**config.mk**
```make
export PLATFORM = sky130hd
export DESIGN_NAME = alu_issue
export DESIGN_NICKNAME = d
export VERILOG_FILES = /design/src/rtl/alu_issue.sv
export SDC_FILE = /design/constraint.sdc
export NUM_CORES = 1
export LEC_CHECK = 0
export ABC_CLOCK_PERIOD_IN_PS = 2650
export CORE_MARGIN = 1.5
export CORE_UTILIZATION = 55
export DETAILED_ROUTE_END_ITERATION = 8
export MAX_ROUTING_LAYER = met4
export PLACE_DENSITY_LB_ADDON = 0.1
export SLEW_MARGIN = 30
export SYNTH_ARGS = -nofsm -noshare
export SYNTH_HDL_FRONTEND = slang
export SYNTH_SLANG_ARGS = --single-unit
```
**constraint.sdc**
```tcl
create_clock -name clk -period 2.65 [get_ports clk]
set_clock_uncertainty 0.2 [all_clocks]
set_input_delay 0.265 -clock clk [delete_from_list [all_inputs] [get_ports clk]]
set_output_delay 0.265 -clock clk [all_outputs]
set_load 0.01 [all_outputs]
```
**src/rtl/alu_issue.sv**
```systemverilog
`default_nettype none
// ============================================================================
// alu_issue : issue/writeback stage driving an external 32-bit ALU from an
//             8x32 regfile. Optional macro ALU_ISSUE_BACK2BACK_EN (WB->EXEC).
// Revision  : 1.0
// ============================================================================
module alu_issue #(
   parameter int NREGS = 8,
   parameter int DW    = 32
) (
   input  logic          clk,
   input  logic          reset,
   input  logic          in_valid,
   output logic          in_ready,
   input  logic [2:0]    in_op,
   input  logic [2:0]    in_rd,
   input  logic [2:0]    in_rs1,
   input  logic [2:0]    in_rs2,
   output logic [DW-1:0] alu_a,
   output logic [DW-1:0] alu_b,
   output logic [2:0]    alu_f,
   input  logic [DW-1:0] alu_result,
   output logic          out_valid,
   input  logic          out_ready,
   output logic [DW-1:0] out_data,
   output logic [2:0]    out_rd,
   input  logic [2:0]    dbg_addr,
   output logic [DW-1:0] dbg_data
);

   typedef enum logic [1:0] {
      S_IDLE = 2'd0,
      S_EXEC = 2'd1,
      S_WB   = 2'd2
   } state_t;

   state_t        state_q;
   logic [DW-1:0] rf_q [NREGS];
   logic [2:0]    op_q;
   logic [2:0]    rd_q;
   logic [DW-1:0] a_q;
   logic [DW-1:0] b_q;
   logic [DW-1:0] res_q;

   logic          w_accept;
   logic [DW-1:0] w_rs1_val;
   logic [DW-1:0] w_rs2_val;

   // r0 is never written, but reads are still forced to zero for clarity
   assign w_rs1_val = (in_rs1 == 3'd0)   ? '0 : rf_q[in_rs1];
   assign w_rs2_val = (in_rs2 == 3'd0)   ? '0 : rf_q[in_rs2];
   assign dbg_data  = (dbg_addr == 3'd0) ? '0 : rf_q[dbg_addr];

`ifdef ALU_ISSUE_BACK2BACK_EN
   assign in_ready = (state_q == S_IDLE) || ((state_q == S_WB) && out_ready);
`else
   assign in_ready = (state_q == S_IDLE);
`endif

   assign w_accept  = in_valid && in_ready;
   assign out_valid = (state_q == S_WB);
   assign out_data  = res_q;
   assign out_rd    = rd_q;
   assign alu_a     = a_q;
   assign alu_b     = b_q;
   assign alu_f     = op_q;

   always_ff @(posedge clk) begin
      if (reset) begin
         state_q <= S_IDLE;
         op_q    <= '0;
         rd_q    <= '0;
         a_q     <= '0;
         b_q     <= '0;
         res_q   <= '0;
         for (int i = 0; i < NREGS; i++) begin
            rf_q[i] <= '0;
         end
      end else begin
         case (state_q)
            S_IDLE: begin
               if (w_accept) begin
                  op_q    <= in_op;
                  rd_q    <= in_rd;
                  a_q     <= w_rs1_val;
                  b_q     <= w_rs2_val;
                  state_q <= S_EXEC;
               end
            end
            S_EXEC: begin
               res_q <= alu_result;
               if (rd_q != 3'd0) begin
                  rf_q[rd_q] <= alu_result;
               end
               state_q <= S_WB;
            end
            S_WB: begin
               // w_accept can only be high here in the back-to-back build
               if (out_ready) begin
                  if (w_accept) begin
                     op_q    <= in_op;
                     rd_q    <= in_rd;
                     a_q     <= w_rs1_val;
                     b_q     <= w_rs2_val;
                     state_q <= S_EXEC;
                  end else begin
                     state_q <= S_IDLE;
                  end
               end
            end
            default: state_q <= S_IDLE;
         endcase
      end
   end

endmodule
`default_nettype wire

```
---- After elaboration in Yosys (flattened, before gate mapping) ----
Memories as Yosys holds them, arrays and structs flattened.
Cells that the tools add are included.
cells by class
  div/mod/pow operators ................... 0
  bitwise gates (word level) .............. 0
  shift operators ......................... 0
  order comparisons ....................... 0
  muxes and demuxes ....................... 28
  equal/unequal tests ..................... 4
  multiply operators ...................... 0
  add/subtract/negate cells ............... 0
  reduce and logical (&&, ||, !) cells .... 10
operators by type and width
  cell                                            count
  2-to-1 mux 32 bit                               8
  case mux 32 bit (2 select lines)                2
  OR reduction 32 bit                             1
  2-to-1 mux 3 bit                                5
  case mux 3 bit (2 select lines)                 2
  zero test 3 bit                                 3
  2-to-1 mux 1 bit                                8
  case mux 2 bit (3 select lines)                 1
  2-to-1 mux 2 bit                                2
  != test 2 x 1 -> 1 bit (second input constant)  2
  AND reduction 2 bit                             2
  nonzero test 3 bit                              1
  == test 2 x 1 -> 1 bit (second input constant)  1
  == test 2 bit (second input constant)           1
  zero test 2 bit                                 1
  nonzero test 2 bit                              1
  logical AND 1 bit                               1
storage, ports and cells
  input port bits ......................... 51
  output and inout bits ................... 136
  latch bits .............................. 0
  memories ................................ 1
  word-level logic and storage cells ...... 49
  memory bits (writable) .................. 256
  bits in read-only memories .............. 0
  register bits ........................... 104
memories
  name  words  bits a word  read ports  clocked after memory_dff  wr ports  RTL line  text
  rf_q  8      32           3           0                         8         38        logic [DW-1:0] rf_q [NREGS];

---- Logic depth before layout (Yosys ltp) ----
Gate-level depths: netlist (run 1).
  depth in word-level cells ............... 7
  depth in mapped cells ................... 7
  mapped depth without buffers ............ 4

---- Worst setup path before layout (run 1) ----
Ideal clock, no wire load.
  kind .................................... reg2reg
  start ................................... reg rd_q[2] (netlist: out_rd[2])
  end ..................................... mem rf_q[4][0] (enable)
  required time ........................... 2.075 ns
  library setup time ...................... 0.375 ns
  period minus slack after synthesis ...... 2.097 ns
  arrival ................................. 1.522 ns
  path slack .............................. 0.553 ns
  cell stages (with the launch flop) ...... 4
  path buffers ............................ 0
  cell sequence ........................... dfxtp_1 > or3b_1 > nor2_1 > or2_2
RTL lines
  item                      RTL line  text
  start: declaration        40        logic [2:0] rd_q;
  start signal: assignment  84        rd_q <= in_rd;
  start signal: assignment  102       rd_q <= in_rd;
  end: declaration          38

==> reports/metrics.cfg, run 1 <==
[outcome]
status=complete, no violations

[global_route]
grt_overflow=0
antenna_found_initial=0
grt_pass1_vias=13300
grt_pass1_wl_um=79400
grt_use_total=0.348
grt_max_degree=97

[floorplan]
start_util=0.558
row_count=64
die_w_um=179
core_mm2=0.0305
ios=187
dieArea_mm2=0.0320
die_height_um=179

[final_layout]
fin_util=0.691
nFillCells=2225
area_delta_synth_final_pct=23.7
final_area_mm2=0.0211
drive_gt1_frac=0.150
seq_area_mm2=0.00881
n_antenna_cell=0
layout.nets=1747
multi_input_area_mm2=0.00762
final_cells=2117

[worst_setup_path]
arrival_ns=2.15
end_kind=output pin
path_class=flip-flop to output pin
crit_path_start=rf_q[7][0]
crit_required_ns=2.18
r2r_start=state_q[0]
start_kind=flip-flop
path_max_fanout=3

[clock_network]
cts_tree=done
clock_path_buffers=3
clock-sinks=328
cts_buffers=36
clkLatencyLatePin_ns=0.51
cts-root-buf=clkbuf_16
path_clk_slew_ns=0.06
h-tree-depth=2

[logic_synthesis]
ys_types=34
ys_seq_area_frac=0.517
synth_area_mm2=0.0170
synth_nets=1559
synth_top_area_cell=edfxtp_1
netlist.area_leader.share=0.395
async_reset_ff_frac=0
syn_inst=1508
synth_edf_count=224
synth_warnings=0
ys.flop_type=edfxtp_1
yosys-top-cells-area=edfxtp_1 (39%), dfxtp_1 (12%), mux2i_1 (10%)
avgSynthCellArea_um2=11.3
synth-seq-cells=328

[routing]
wl_per_cell_um=25.5
vias=13500
vias_per_cell=6.38
wirelength_um=53900
drt_iter0_drc=1437
antenna_left=0
drc=0
first_pass_iters=5

[sta]
drv_slew=0
fmax_mhz=382
timing.final.ws_setup_ns=0.0352
hold-worst-slack_ns=0.102
relSlewSlack=0.454
setup_tns_ns=0
finalHoldViolations=0
finalCritPeriodShare=0.987
rsz0062_at_grt=no
final.min_clock_period_ns=2.61
setup-violations-final=0
worst_pin_slew_ns=0.819

[placement]
place_area_mm2=0.0199
hpwl_um=32200
io_buffers=186
place_ws_ns=0.0938
place_inst=2051
place.gp.congestion=0.887

[run]
max_cap_viol_count=0

[pwr]
p_leak_nw=8.07
powerDensity_mw_per_mm2=612
p_total_mw=12.9
ir_worst_vdd_mv=0.648

[worst_hold_path]
min_from=in_op[1]
worst_hold_path_type=input pin to flip-flop

-- synth_stat cells, drive strengths merged (8+ instances only) --
cell type and n:
a22oi 43, edfxtp 224, and2 225, o21ai 35
a21oi 54, nand3 13, nor3 51, a221o 13
nor2 105, clkbuf 60, nor2b 8, dfxtp 104
mux2i 178, nand2 125, mux4 34, a2111oi 45
mux2 44, o22ai 50, buf 69
-- worst max-delay path: stages (launching register included) --
cell	delay, ns
edfxtp_1	0.43
mux4_2	0.48
nand2_1	0.08
o21ai_0	0.10
clkdlybuf4s50_1	0.54
-- sequential cells by signal (all words and copies together) (netlist names) --
register and count:
rf_q 224, alu_a 32, alu_b 32, out_data 32, alu_f 3, out_rd 3
state_q 2
-- worst paths after layout --
path	cells after the start	to	slack (ns)
setup / recovery	4	dbg_data[0]	0.04
hold / removal	3	alu_f[1]	0.10
setup reg to reg	5	alu_a[17]	0.34
hold reg to reg	2	alu_f[2]	0.25
-- layout make-up --
cell class | instances | share of cell area
clock buffers | 52 | 0.0490
multi-input cells | 1051 | 0.361
repair buffers | 279 | 0.141
flip-flops and latches | 328 | 0.418
well taps | 396 | 0.0235
clock inverters | 11 | 0.00736
-- placed cells by master (no fill, tap or decap), types with 7 or more instances in the layout --
master and instances:
a2111oi_0 37, a2111oi_2 8, a211oi_1 7, a21oi_1 54, a221o_1 13, a22oi_1 43, and2_1 225, buf_12 33
buf_4 64, clkbuf_1 10, clkbuf_16 37, clkdlybuf4s50_1 173, dfxtp_1 104, edfxtp_1 224, mux2_2 44, mux2i_1 178
mux4_2 34, nand2_1 124, nand3_1 13, nor2_1 99, nor3_1 51, o21ai_0 34, o22ai_1 50, or2_2 7
-- logic make-up after synthesis --
| kind of cell | count (synthesis) | share of synthesized area |
|---|---|---|
| buffers and inverters | 129 | 0.0399 |
| and+or+nand+nor | 547 | 0.164 |
| AOI/OAI and AO/OA | 248 | 0.101 |
| DFF | 328 | 0.517 |
| muxes | 256 | 0.179 |
-- metal layers --
metal,global-route usage,wire [µm],up-vias
met1,0.449,21400,6643
met4,0.149,2320,0
met5,-,0,-
met2,0.550,25400,758
li1,-,-,5936
met3,0.0517,4750,174
-- where the power goes --
group | switching (mW) | internal, mW
Combinational | 1.02 | 0.896
Clock | 2.00 | 3.09
Sequential | 0.183 | 5.70
Total | 3.20 | 9.69
-- timing repair --
action | 4_1_cts | 5_1_grt
buffers inserted | 2 | 0
resized for setup | 2 | 5
hold endpoints to repair | 3 | 0
hold buffers | 1 | 0
endpoints found under the setup margin | 3 | 5
No activity file was read; power rests on OpenSTA's default activity.
==> inputs of run 2 (changes only) <==
--- a/config.mk
+++ b/config.mk
@@ -11,6 +11,7 @@
 export DETAILED_ROUTE_END_ITERATION = 8
 export MAX_ROUTING_LAYER = met4
 export PLACE_DENSITY_LB_ADDON = 0.1
+export SKIP_LAST_GASP = 1
 export SLEW_MARGIN = 30
 export SYNTH_ARGS = -nofsm -noshare
 export SYNTH_HDL_FRONTEND = slang
==> results of run 2 <==
Final layout, timing and power as in run 1 (identical DEF).
==> inputs of run 3 (changes only) <==
--- a/config.mk
+++ b/config.mk
@@ -8,6 +8,7 @@
 export ABC_CLOCK_PERIOD_IN_PS = 2650
 export CORE_MARGIN = 1.5
 export CORE_UTILIZATION = 55
+export CTS_CLUSTER_DIAMETER = 50
 export DETAILED_ROUTE_END_ITERATION = 8
 export MAX_ROUTING_LAYER = met4
 export PLACE_DENSITY_LB_ADDON = 0.1
==> reports/metrics.cfg, run 3 (synthesis gave the netlist of run 1 again) <==
[final_layout]
area_delta_synth_final_pct=24.4  ; was 23.7%
regMostFlops=rf_q  ; unchanged
layout_common_cells=and2_1 (225), edfxtp_1 (224), mux2i_1 (178)  ; unchanged
layout_commonest_cell=and2_1  ; unchanged
fin_util=0.694  ; was 0.691
largest_register_ffs=224  ; unchanged
layout.nets=1749  ; was 1747
drive_gt1_frac=0.155  ; was 0.150
n_antenna_cell=0  ; unchanged
final_area_mm2=0.0212  ; was 0.0211 mm²

[worst_setup_path]
path_class=flip-flop to output pin  ; unchanged
r2r_start=state_q[0]  ; unchanged
start_kind=flip-flop  ; unchanged
crit_chain=mux4_2, nand2_1, o21ai_0, clkdlybuf4s50_1  ; unchanged
crit_required_ns=2.18  ; about the same
critPathBufInv=1  ; unchanged
rr_worst_depth=5  ; unchanged
path_max_fanout=3  ; unchanged
arrival_ns=2.15  ; about the same
regToRegSetupSlack_ns=0.36  ; was 0.34 ns
cp_top_family=buffers and inverters  ; unchanged
timing.rr.end=alu_a[17]  ; unchanged
end_kind=output pin  ; unchanged
cpMaxStageDelayCell=clkdlybuf4s50_1  ; unchanged
slowest_delay_ns=0.53  ; was 0.54 ns

[floorplan]
dieArea_mm2=0.0320  ; unchanged
ios=187  ; unchanged
die_w_um=179  ; unchanged
die_height_um=179  ; unchanged
core_mm2=0.0305  ; unchanged
row_count=64  ; unchanged
start_util=0.558  ; unchanged

[placement]
io_buffers=186  ; unchanged
place.gp.congestion=0.887  ; unchanged
place_area_mm2=0.0199  ; unchanged
hpwl_um=32200  ; unchanged

[sta]
rsz0062_at_grt=no  ; unchanged
final.min_clock_period_ns=2.61  ; about the same
finalCritPeriodShare=0.986  ; was 0.987
fmax_mhz=383  ; was 382 MHz
worst_pin_slew_ns=0.802  ; was 0.819 ns
setup_tns_ns=0  ; unchanged
drv_slew=0  ; unchanged
relSlewSlack=0.465  ; was 0.454
setup-violations-final=0  ; unchanged
finalHoldViolations=0  ; unchanged

[global_route]
grt_max_degree=97  ; unchanged
grt_overflow=0  ; unchanged
antenna_found_initial=0  ; unchanged
grt_pass1_vias=13300  ; about the same
grt_pass1_wl_um=79000  ; was 79400 µm
grt_use_total=0.347  ; was 0.348

[worst_hold_path]
min_to=alu_f[1]  ; unchanged
min_from=in_op[1]  ; unchanged
worst_hold_path_type=input pin to flip-flop  ; unchanged
holdPathStages=3  ; unchanged

[routing]
antenna_left=0  ; unchanged
wl_per_cell_um=25.3  ; was 25.5 µm
first_pass_iters=8  ; was 5
vias_per_cell=6.42  ; was 6.38
drc=0  ; unchanged
drt_iter0_drc=1276  ; was 1437
vias=13600  ; was 13500
wirelength_um=53700  ; was 53900 µm

[clock_network]
clock-sinks=328  ; unchanged
path_clk_slew_ns=0.06  ; about the same
cts-root-buf=clkbuf_16  ; unchanged
cts_buffers=38  ; was 36
clock_path_buffers=3  ; unchanged
cts_tree=done  ; unchanged
h-tree-depth=2  ; unchanged
clkLatencyLatePin_ns=0.53  ; was 0.51 ns

[pwr]
powerDensity_mw_per_mm2=622  ; was 612 mW/mm²
p_leak_nw=8.18  ; was 8.07 nW
ir_worst_vdd_mv=0.528  ; was 0.648 mV

[run]
max_cap_viol_count=0  ; unchanged

[outcome]
status=complete, no violations  ; unchanged

## run 3: timing repair
item                                   in CTS  in global routing
endpoints found under the hold margin       3                  0
pin swaps                                   0                  0
hold buffers                                1                  0
resized for setup                           4                  8
setup endpoints to repair                   4                  8
setup buffers                               2                  0
## run 3: layer usage
metal  up-vias  share of wire  track usage
met5         -              0            -
met4         0          0.040        0.150
met3       185          0.088       0.0589
met2       812           0.48        0.549
met1      6692           0.40        0.440
li1       5943              -            -
## run 3: cell type report
type	count	area [µm²]
fill	2217	9330
sequential	328	8810
multi-input combinational	1051	7620
timing repair buffer	279	2970
clock buffer	50	1070
tap	396	495
clock inverter	20	221
## run 3: power by group
group	total, mW	internal (mW)	switching [mW]
sequential	5.89	5.70	0.183
clock	5.38	3.26	2.12
combinational	1.91	0.893	1.02
## run 3: how the worst max path moves through the flow
stage           startpoint      endpoint  depth (start not counted)
5_1_grt        rf_q[7][27]  dbg_data[27]                          4
4_1_cts        rf_q[7][26]  dbg_data[26]                          4
2_1_floorplan    out_rd[2]    rf_q[4][0]                          3
3_3_place_gp     in_rs2[2]      alu_b[1]                          6
3_5_place_dp     in_rs2[2]      alu_b[1]                          8
6_report        rf_q[7][0]   dbg_data[0]                          4
## run 3: metrics by stage
step	total power, mW	worst slack (ns)	instances	hold WS (ns)
finish	13.2	0.0360	2124	0.0884
global route	13.6	0.00813	2124	0.0971
CTS	13.2	0.0133	2124	0.0724
detailed placement	7.88	0.0938	2051	0.246
global placement	7.84	-0.159	2051	0.242
floorplan	6.91	0.553	1508	0.201
## run 3: worst reg2reg max path, stage by stage, from the launching register on
cell       delay (ns)
dfxtp_1          0.38
nor2_1           0.17
nand2_2          0.46
buf_4            0.38
a2111oi_0        0.46
nor3_1           0.09
